### config.mk
export PLATFORM = sky130hd
export DESIGN_NAME = module_program_loader_flat
export DESIGN_NICKNAME = d
export VERILOG_FILES = /design/src/rtl/module_program_loader_if.sv /design/src/rtl/module_program_loader.sv /design/src/flat_wrapper.sv
export SDC_FILE = /design/constraint.sdc
export NUM_CORES = 1
export LEC_CHECK = 0
export BUFFER_PORTS_ARGS = -buffer_cell sky130_fd_sc_hd__buf_2
export CORE_MARGIN = 4
export CORE_UTILIZATION = 53
export CTS_CLUSTER_SIZE = 40
export DETAILED_ROUTE_END_ITERATION = 8
export PLACE_DENSITY = 0.84
export SLEW_MARGIN = 25
export SYNTH_ARGS = -nofsm -noshare
export SYNTH_HDL_FRONTEND = slang
export SYNTH_SLANG_ARGS = --single-unit
### constraint.sdc
create_clock -name clk -period 5 [get_ports clk]
set_input_delay 0.25 -clock clk [delete_from_list [all_inputs] [get_ports clk]]
set_output_delay 0.25 -clock clk [all_outputs]
set_load 0.005 [all_outputs]
### src/rtl/module_program_loader_if.sv
// Byte-stream and instruction-memory write port bundle for module_program_loader.
// master: host/debug byte source side. slave: the loader itself.
interface module_program_loader_if #(
   parameter int WORD_SIZE    = 32,
   parameter int ADDRESS_BITS = 32
);
   logic                    start;
   logic [ADDRESS_BITS-1:0] length;
   logic                    byte_valid;
   logic [7:0]              byte_data;
   logic                    byte_ready;
   logic                    imem_wr_en;
   logic [ADDRESS_BITS-1:0] imem_addr;
   logic [WORD_SIZE-1:0]    imem_code;
   logic                    cpu_hold;
   logic                    done;
   logic                    err;

   modport master (
      output start, length, byte_valid, byte_data,
      input  byte_ready, imem_wr_en, imem_addr, imem_code, cpu_hold, done, err
   );

   modport slave (
      input  start, length, byte_valid, byte_data,
      output byte_ready, imem_wr_en, imem_addr, imem_code, cpu_hold, done, err
   );
endinterface

### src/rtl/module_program_loader.sv
// Program loader: assembles a little-endian byte stream into instruction words
// and writes them to consecutive instruction-memory addresses while holding
// the CPU off. Optional trailing checksum byte: define LOADER_CHECKSUM_EN.
module module_program_loader #(
   parameter int WORD_SIZE    = 32,
   parameter int ADDRESS_BITS = 32,
   parameter int MEMORY       = 1024
) (
   input logic                   clk,
   input logic                   rst_n,
   module_program_loader_if.slave bus
);
   localparam int BPW   = WORD_SIZE / 8;
   localparam int IDX_W = (BPW > 1) ? $clog2(BPW) : 1;
   localparam logic [IDX_W-1:0]        LAST_IDX  = IDX_W'(BPW - 1);
   localparam logic [ADDRESS_BITS-1:0] MEM_WORDS = ADDRESS_BITS'(MEMORY);

   typedef enum logic [2:0] {
      S_IDLE,
      S_RECV,
      S_WRITE,
`ifdef LOADER_CHECKSUM_EN
      S_CHECK,
`endif
      S_DONE
   } state_t;

   state_t                  state_q, state_d;
   logic [ADDRESS_BITS-1:0] length_q, length_d;
   logic [ADDRESS_BITS-1:0] addr_q, addr_d;
   logic [IDX_W-1:0]        idx_q, idx_d;
   logic [WORD_SIZE-1:0]    code_q, code_d;
   logic                    err_q, err_d;
`ifdef LOADER_CHECKSUM_EN
   logic [7:0]              sum_q, sum_d;
   logic [7:0]              check_total;

   assign check_total = sum_q + bus.byte_data;
`endif

   // Register all loader state; reset discards any partially assembled word.
   always_ff @(posedge clk or negedge rst_n) begin
      if (!rst_n) begin
         state_q  <= S_IDLE;
         length_q <= '0;
         addr_q   <= '0;
         idx_q    <= '0;
         code_q   <= '0;
         err_q    <= 1'b0;
`ifdef LOADER_CHECKSUM_EN
         sum_q    <= '0;
`endif
      end else begin
         state_q  <= state_d;
         length_q <= length_d;
         addr_q   <= addr_d;
         idx_q    <= idx_d;
         code_q   <= code_d;
         err_q    <= err_d;
`ifdef LOADER_CHECKSUM_EN
         sum_q    <= sum_d;
`endif
      end
   end

   // Next-state logic: accept a load, gather bytes, write words, finish.
   always_comb begin
      state_d  = state_q;
      length_d = length_q;
      addr_d   = addr_q;
      idx_d    = idx_q;
      code_d   = code_q;
      err_d    = err_q;
`ifdef LOADER_CHECKSUM_EN
      sum_d    = sum_q;
`endif
      case (state_q)
         S_IDLE: begin
            if (bus.start) begin
               if (bus.length > MEM_WORDS) begin
                  err_d = 1'b1;
               end else begin
                  length_d = bus.length;
                  err_d    = 1'b0;
                  addr_d   = '0;
                  idx_d    = '0;
`ifdef LOADER_CHECKSUM_EN
                  sum_d    = '0;
`endif
                  state_d  = (bus.length == '0) ? S_DONE : S_RECV;
               end
            end
         end
         S_RECV: begin
            if (bus.byte_valid) begin
               code_d[8*idx_q +: 8] = bus.byte_data;
`ifdef LOADER_CHECKSUM_EN
               sum_d = sum_q + bus.byte_data;
`endif
               if (idx_q == LAST_IDX) begin
                  state_d = S_WRITE;
               end else begin
                  idx_d = idx_q + 1'b1;
               end
            end
         end
         S_WRITE: begin
            if (addr_q == length_q - 1'b1) begin
`ifdef LOADER_CHECKSUM_EN
               state_d = S_CHECK;
`else
               state_d = S_DONE;
`endif
            end else begin
               addr_d  = addr_q + 1'b1;
               idx_d   = '0;
               state_d = S_RECV;
            end
         end
`ifdef LOADER_CHECKSUM_EN
         S_CHECK: begin
            if (bus.byte_valid) begin
               if (check_total != 8'h00) begin
                  err_d = 1'b1;
               end
               state_d = S_DONE;
            end
         end
`endif
         S_DONE: begin
            state_d = S_IDLE;
         end
         default: begin
            state_d = S_IDLE;
         end
      endcase
   end

   // Outputs are flops or pure state decodes, never combinational from inputs.
`ifdef LOADER_CHECKSUM_EN
   assign bus.byte_ready = (state_q == S_RECV) || (state_q == S_CHECK);
`else
   assign bus.byte_ready = (state_q == S_RECV);
`endif
   assign bus.imem_wr_en = (state_q == S_WRITE);
   assign bus.imem_addr  = addr_q;
   assign bus.imem_code  = code_q;
   assign bus.cpu_hold   = (state_q != S_IDLE);
   assign bus.done       = (state_q == S_DONE) && !err_q;
   assign bus.err        = err_q;

endmodule

### src/flat_wrapper.sv
// flat-port wrapper written by rule: the top's interface ports become plain ports
module module_program_loader_flat 
#(
   parameter int WORD_SIZE    = 32,
   parameter int ADDRESS_BITS = 32,
   parameter int MEMORY       = 1024
)
  (clk, rst_n, bus_start, bus_length, bus_byte_valid, bus_byte_data, bus_byte_ready, bus_imem_wr_en, bus_imem_addr, bus_imem_code, bus_cpu_hold, bus_done, bus_err);
  module_program_loader_if #(.WORD_SIZE(WORD_SIZE), .ADDRESS_BITS(ADDRESS_BITS)) bus_i ();
  input logic clk;
  input logic rst_n;
  input wire logic [$bits(bus_i.start)-1:0] bus_start;
  input wire logic [$bits(bus_i.length)-1:0] bus_length;
  input wire logic [$bits(bus_i.byte_valid)-1:0] bus_byte_valid;
  input wire logic [$bits(bus_i.byte_data)-1:0] bus_byte_data;
  output wire logic [$bits(bus_i.byte_ready)-1:0] bus_byte_ready;
  output wire logic [$bits(bus_i.imem_wr_en)-1:0] bus_imem_wr_en;
  output wire logic [$bits(bus_i.imem_addr)-1:0] bus_imem_addr;
  output wire logic [$bits(bus_i.imem_code)-1:0] bus_imem_code;
  output wire logic [$bits(bus_i.cpu_hold)-1:0] bus_cpu_hold;
  output wire logic [$bits(bus_i.done)-1:0] bus_done;
  output wire logic [$bits(bus_i.err)-1:0] bus_err;
  assign bus_i.start = bus_start;
  assign bus_i.length = bus_length;
  assign bus_i.byte_valid = bus_byte_valid;
  assign bus_i.byte_data = bus_byte_data;
  assign bus_byte_ready = bus_i.byte_ready;
  assign bus_imem_wr_en = bus_i.imem_wr_en;
  assign bus_imem_addr = bus_i.imem_addr;
  assign bus_imem_code = bus_i.imem_code;
  assign bus_cpu_hold = bus_i.cpu_hold;
  assign bus_done = bus_i.done;
  assign bus_err = bus_i.err;
  module_program_loader #(.WORD_SIZE(WORD_SIZE), .ADDRESS_BITS(ADDRESS_BITS), .MEMORY(MEMORY)) u_core (.clk(clk), .rst_n(rst_n), .bus(bus_i));
endmodule
# == Word-level counts from Yosys, hierarchy flattened ==
# Cells that the tools add are included.
# op_classes
shift,2
order_cmp,1
n_addsub,4
reduce_logical,13
eq_ne,11
bitwise_logic,1
n_mux,19
# ops
op,count
32-bit two-way mux,3
32-bit case mux with 2 select lines,1
5-bit negator with 34-bit output,1
"8-bit by 34-bit variable shift with 32-bit output, first input constant",1
8-bit by 34-bit variable part select with 32-bit output,1
"32-bit by 1-bit adder with 32-bit output, second input constant",1
32-bit bitwise mux,1
32-bit == test,1
"32-bit by 11-bit greater-than comparator with 1-bit output, second input constant",1
32-bit zero test,1
"32-bit by 1-bit subtractor with 32-bit output, second input constant",1
2-bit two-way mux,7
3-bit two-way mux,4
"2-bit != test, second input constant",5
3-bit case mux with 3 select lines,1
4-bit AND reduction,2
"3-bit by 2-bit == test with 1-bit output, second input constant",2
2-bit case mux with 3 select lines,1
6-bit AND reduction,1
3-bit nonzero test,2
2-bit AND reduction,2
"3-bit by 1-bit == test with 1-bit output, second input constant",1
3-bit zero test,1
3-bit AND reduction,1
other kinds (8),8
# totals
out_inout_bits,69
word_cells,57
reg_bits,102
input_bits,44

# == Longest topological paths before layout ==
# depth
depth_word,5
depth_mapped,13
mapped_depth_nobuf,11

# == Worst setup path after synthesis ==
# No wires, ideal clock.
# synth_timing
path_type,reg-to-reg
startpoint,register u_core.length_q[0]
endpoint,register u_core.addr_q[12] (netlist: u_core.bus.imem_addr[12])
stages_incl_launch_ff,14
n_path_buf,2
arrival_time_ns,2.989
synth_period_minus_slack_ns,3.099
setup_time_ns,0.110
required_time_ns,4.890
setup_slack_ns,1.901
cell_sequence,dfrtp_1 inv_1 ha_1 or4b_4 nor4_4 xnor2_1 o2111ai_1 a2111oi_1 nand4_1 o21ai_2 buf_6 buf_4 o21ai_0 o41ai_1
# synth_via
elab_chain_len,4
# synth_lines
item,line,rtl
start: declaration,module_program_loader.sv:29,"logic [ADDRESS_BITS-1:0] length_q, length_d;"
start signal: assignment,module_program_loader.sv:55,length_q <= length_d;
32-bit by 1-bit subtractor with 32-bit output,module_program_loader.sv:108,if (addr_q == length_q - 1'b1) begin
32-bit == test,module_program_loader.sv:108,
2-bit != test (no source line),-,
4-bit AND reduction (no source line),-,
end signal: assignment,module_program_loader.sv:56,addr_q <= addr_d;
end: declaration,module_program_loader.sv:30,"logic [ADDRESS_BITS-1:0] addr_q, addr_d;"
# Every way passes these cells.
# A chain may end at the register's enable or synchronous reset.

# == Worst setup path after layout ==
# layout_timing
startpoint,register u_core.length_q[0]
endpoint,register u_core.addr_q[14] (netlist: u_core.bus.imem_addr[14])
# Same word-level chain as after synthesis.

==> summary.txt <==
Outcome
  – Status: completed

Pwr
  – Leak pwr: 3.16 nW
  – Worst VDD drop: 0.160 mV
  – Sequential share of power: 53.4%
  – Clk pwr share: 30.2%
  – Internal power: 1.25 mW
  – Power per Cell Area: 260 nW/um^2
  – Switching pwr: 0.506 mW
  – Combinational share of power: 16.4%
  – Net Sw Frac: 28.9%

Worst hold path
  – Hold Path Class: primary input to flip-flop
  – WHS Endpoint: u_core.length_q[2]
  – Hold Startpoint: bus_length[2]
  – Worst Hold Depth: 3

Detailed routing
  – DRC viols: 0
  – Drt via density: 6.00
  – ANT nets after route: 0
  – Drt total wl: 15300 um
  – Wire length per cell: 16.7 um
  – Initial DRC Count: 456
  – First-pass DRT Iterations: 7
  – Vias: 5488

Synth
  – Mapped Cells: 678
  – Sequential area share after synthesis: 42.7%
  – Synth top area cells: dfrtp_1 (43%), nand2_1 (8.4%), o21ai_0 (4.7%)
  – Post-synth top flop: dfrtp_1
  – Mapped Area: 5920 sq um
  – YS warnings: 0
  – Post-synth net total: 730
  – Post-synthesis register bit count: 101
  – Avg Cell Area, Syn: 8.73 sq um
  – Post-synth EDFFs: 0
  – Commonest cells in the netlist: nand2_1 (133), dfrtp_1 (101), o21ai_0 (55), nor2_1 (33), clkbuf_1 (28)
  – Library cells used by synthesis: 66
  – Largest area contributor in the netlist: dfrtp_1
  – Most numerous cell in the Yosys netlist: nand2_1
  – Yosys top cell area share: 42.7%
  – Async set-or-reset flop fraction in the synthesized netlist: 100%

Global routing
  – Total GRT Usage: 23.8%
  – Largest net degree at the start of global routing: 53
  – First-pass GRT wire length: 25400 um
  – Vias in the first global route: 5378
  – Initial antenna violation count: 0
  – Congestion Overflow GR: 0

Timing
  – Worst relative slew slack: 37.4%
  – Slew Limit Fails: 0
  – Final setup viols: 0
  – Clk_skew: 0.0156 ns
  – Fmax: 256 MHz
  – Worst-margin pin slew: 0.932 ns
  – Final min period: 3.91 ns
  – RSZ-0062 raised after global routing: false
  – Final setup TNS: 0 ns
  – Final Hold Viols: 0
  – Final Cycle Share: 78.2%
  – Setup ws final: 1.09 ns

Die
  – # rows: 38
  – IO Pins: 113
  – Core area: 10900 sq um
  – DIE AREA: 12900 sq um
  – Starting Density: 54.4%
  – Chip width: 114 um
  – DIE HEIGHT: 114 um

Setup path
  – Slowest cell on crit path: o21ai_2
  – Cells along the critical path: inv_1 -> ha_1 -> or4b_4 -> nor4_4 -> xnor2_1 -> o2111ai_1 -> a2111oi_1 -> nand4_1 -> o21ai_2 -> buf_12 -> o21ai_0 -> o41ai_1
  – CP required: 5.22 ns
  – Worst Reg-to-Reg Cells: 12
  – Worst Setup Path Type: flip-flop to flip-flop
  – R2R Setup Slk: 1.09 ns
  – FF-to-FF End: u_core.bus.imem_addr[14]
  – Maximum fanout along the worst path: 30
  – Crit path DAT: 4.13 ns
  – R2r startpoint: u_core.length_q[0]
  – Critical Path Max Stage Delay: 0.65 ns
  – CP startpoint kind: flip-flop
  – Worst Setup End Kind: flip-flop

Clock network
  – Total CTS buffers: 9
  – CTS Buffer Depth: 2
  – Root buffer cell: clkbuf_8
  – CTS tree: yes
  – # clock sinks: 101
  – Clock transition at path regs: 0.10 ns
  – Later-pin clock latency in the skew report: 0.36 ns
  – H-tree levels: 3

Finish
  – Area added between synthesis and finish: 13.8%
  – Final #Nets: 821
  – Multi-input combinational cell area: 3170 sq um
  – FF/Latch Area: 2530 sq um
  – N_diodes: 0
  – Fillcell total: 952
  – Final core occ: 61.9%
  – Share of cells above drive strength 1: 20.0%
  – Final Non-Filler Cells: 914

Placed design
  – Post-Place Cells: 896
  – Pre-CTS WS: 1.16 ns
  – Detailed Place HPWL: 11400 um
  – Placer Congestion: 0.902
  – Port-buffer cells: 112

Flow run
  – Max Cap Violations: 0
[metal layers]
metal | part of all wire [%] | wire length, um | up-vias | global-route usage (%)
met5 | 0 | 0 | - | 0
met4 | 2.0 | 305 | 0 | 8.89
met3 | 5.3 | 812 | 29 | 2.97
met2 | 49 | 7510 | 186 | 40.6
met1 | 44 | 6660 | 2648 | 31.1
li1 | - | - | 2625 | -
[how the worst max path moves through the flow]
stage | end | startpoint | slack (ns) | cells after the start
2_1_floorplan | u_core.bus.imem_addr[12] | u_core.length_q[0] | 1.90 | 13
3_3_place_gp | u_core.bus.imem_addr[21] | u_core.length_q[0] | 1.29 | 12
3_5_place_dp | u_core.bus.imem_addr[17] | u_core.length_q[0] | 1.16 | 12
4_1_cts | u_core.bus.imem_addr[14] | u_core.length_q[0] | 1.12 | 12
5_1_grt | u_core.bus.imem_addr[14] | u_core.length_q[0] | 0.63 | 12
6_report | u_core.bus.imem_addr[14] | u_core.length_q[0] | 1.09 | 12
[metrics by stage]
stage / power (mW) / instance area, sq um / hold slack, ns
detailed placement: 1.24 / 6510 / 0.310
global placement: 1.22 / 6510 / 0.303
global route: 1.85 / 6740 / 0.111
floorplan: 1.09 / 5920 / -0.0456
finish: 1.75 / 6740 / 0.105
CTS: 1.76 / 6720 / 0.0925
[power by group through the flow]
stage	Combinational, mW	Sequential [mW]	Clock (mW)
4_1_cts	0.290	0.935	0.539
6_report	0.288	0.935	0.530
3_3_place_gp	0.274	0.946	0
2_1_floorplan	0.147	0.941	0
5_1_grt	0.331	0.944	0.570
3_5_place_dp	0.288	0.952	0
[cell families after synthesis]
| logic type | synth area share (%) |
|---|---|
| simple gates | 30.4 |
| flops | 42.7 |
| fa+ha+maj | 1.69 |
| mux | 1.20 |
| xor+xnor | 4.88 |
| compound gates | 15.2 |
| buf+inv | 3.85 |
[flip-flops by register name, indices dropped and copies added (netlist names)]
name / count
u_core.length_q: 32
u_core.state_q: 2
u_core.bus.imem_addr: 32
u_core.bus.imem_code: 32
u_core.bus.err: 1
u_core.idx_q: 2
[cell usage in the layout (no fill, tap or decap), types with 11 or more instances in the layout]
| cell type | instances |
|---|---|
| nand2_1 | 133 |
| buf_2 | 111 |
| dfrtp_1 | 101 |
| o21ai_0 | 55 |
| nor2_1 | 32 |
| a21oi_1 | 27 |
| or4_1 | 22 |
| and2_1 | 22 |
| o31ai_1 | 22 |
| nand4_1 | 19 |
| nand3_1 | 17 |
| xnor2_1 | 17 |
| xor2_1 | 16 |
| and3_1 | 16 |
| nor4_1 | 15 |
| inv_1 | 11 |
[repair_timing]
item	4_1_cts	5_1_grt
setup buffers	0	0
hold endpoints to repair	49	0
resized for setup	0	0
hold buffers	1	0
[cell type report]
cell class              instances  area share (%)
inverters                      11           0.613
repair buffers                117            9.19
clock buffers                  11            2.10
well taps                     140            2.60
multi-input cells             529            47.1
clock inverters                 5           0.892
flip-flops and latches        101            37.5
[worst max-delay path: cells and delay by family, from the launching register on]
family                     cells  cell delay, ns
AOI/OAI and AO/OA              5            1.35
and+or+nand+nor                3            1.21
DFF                            1            0.45
buffers and inverters          2            0.35
adders and majority gates      1            0.24
xor gates and xnor gates       1            0.16
Note: power is estimated with default switching activity, not from simulation.
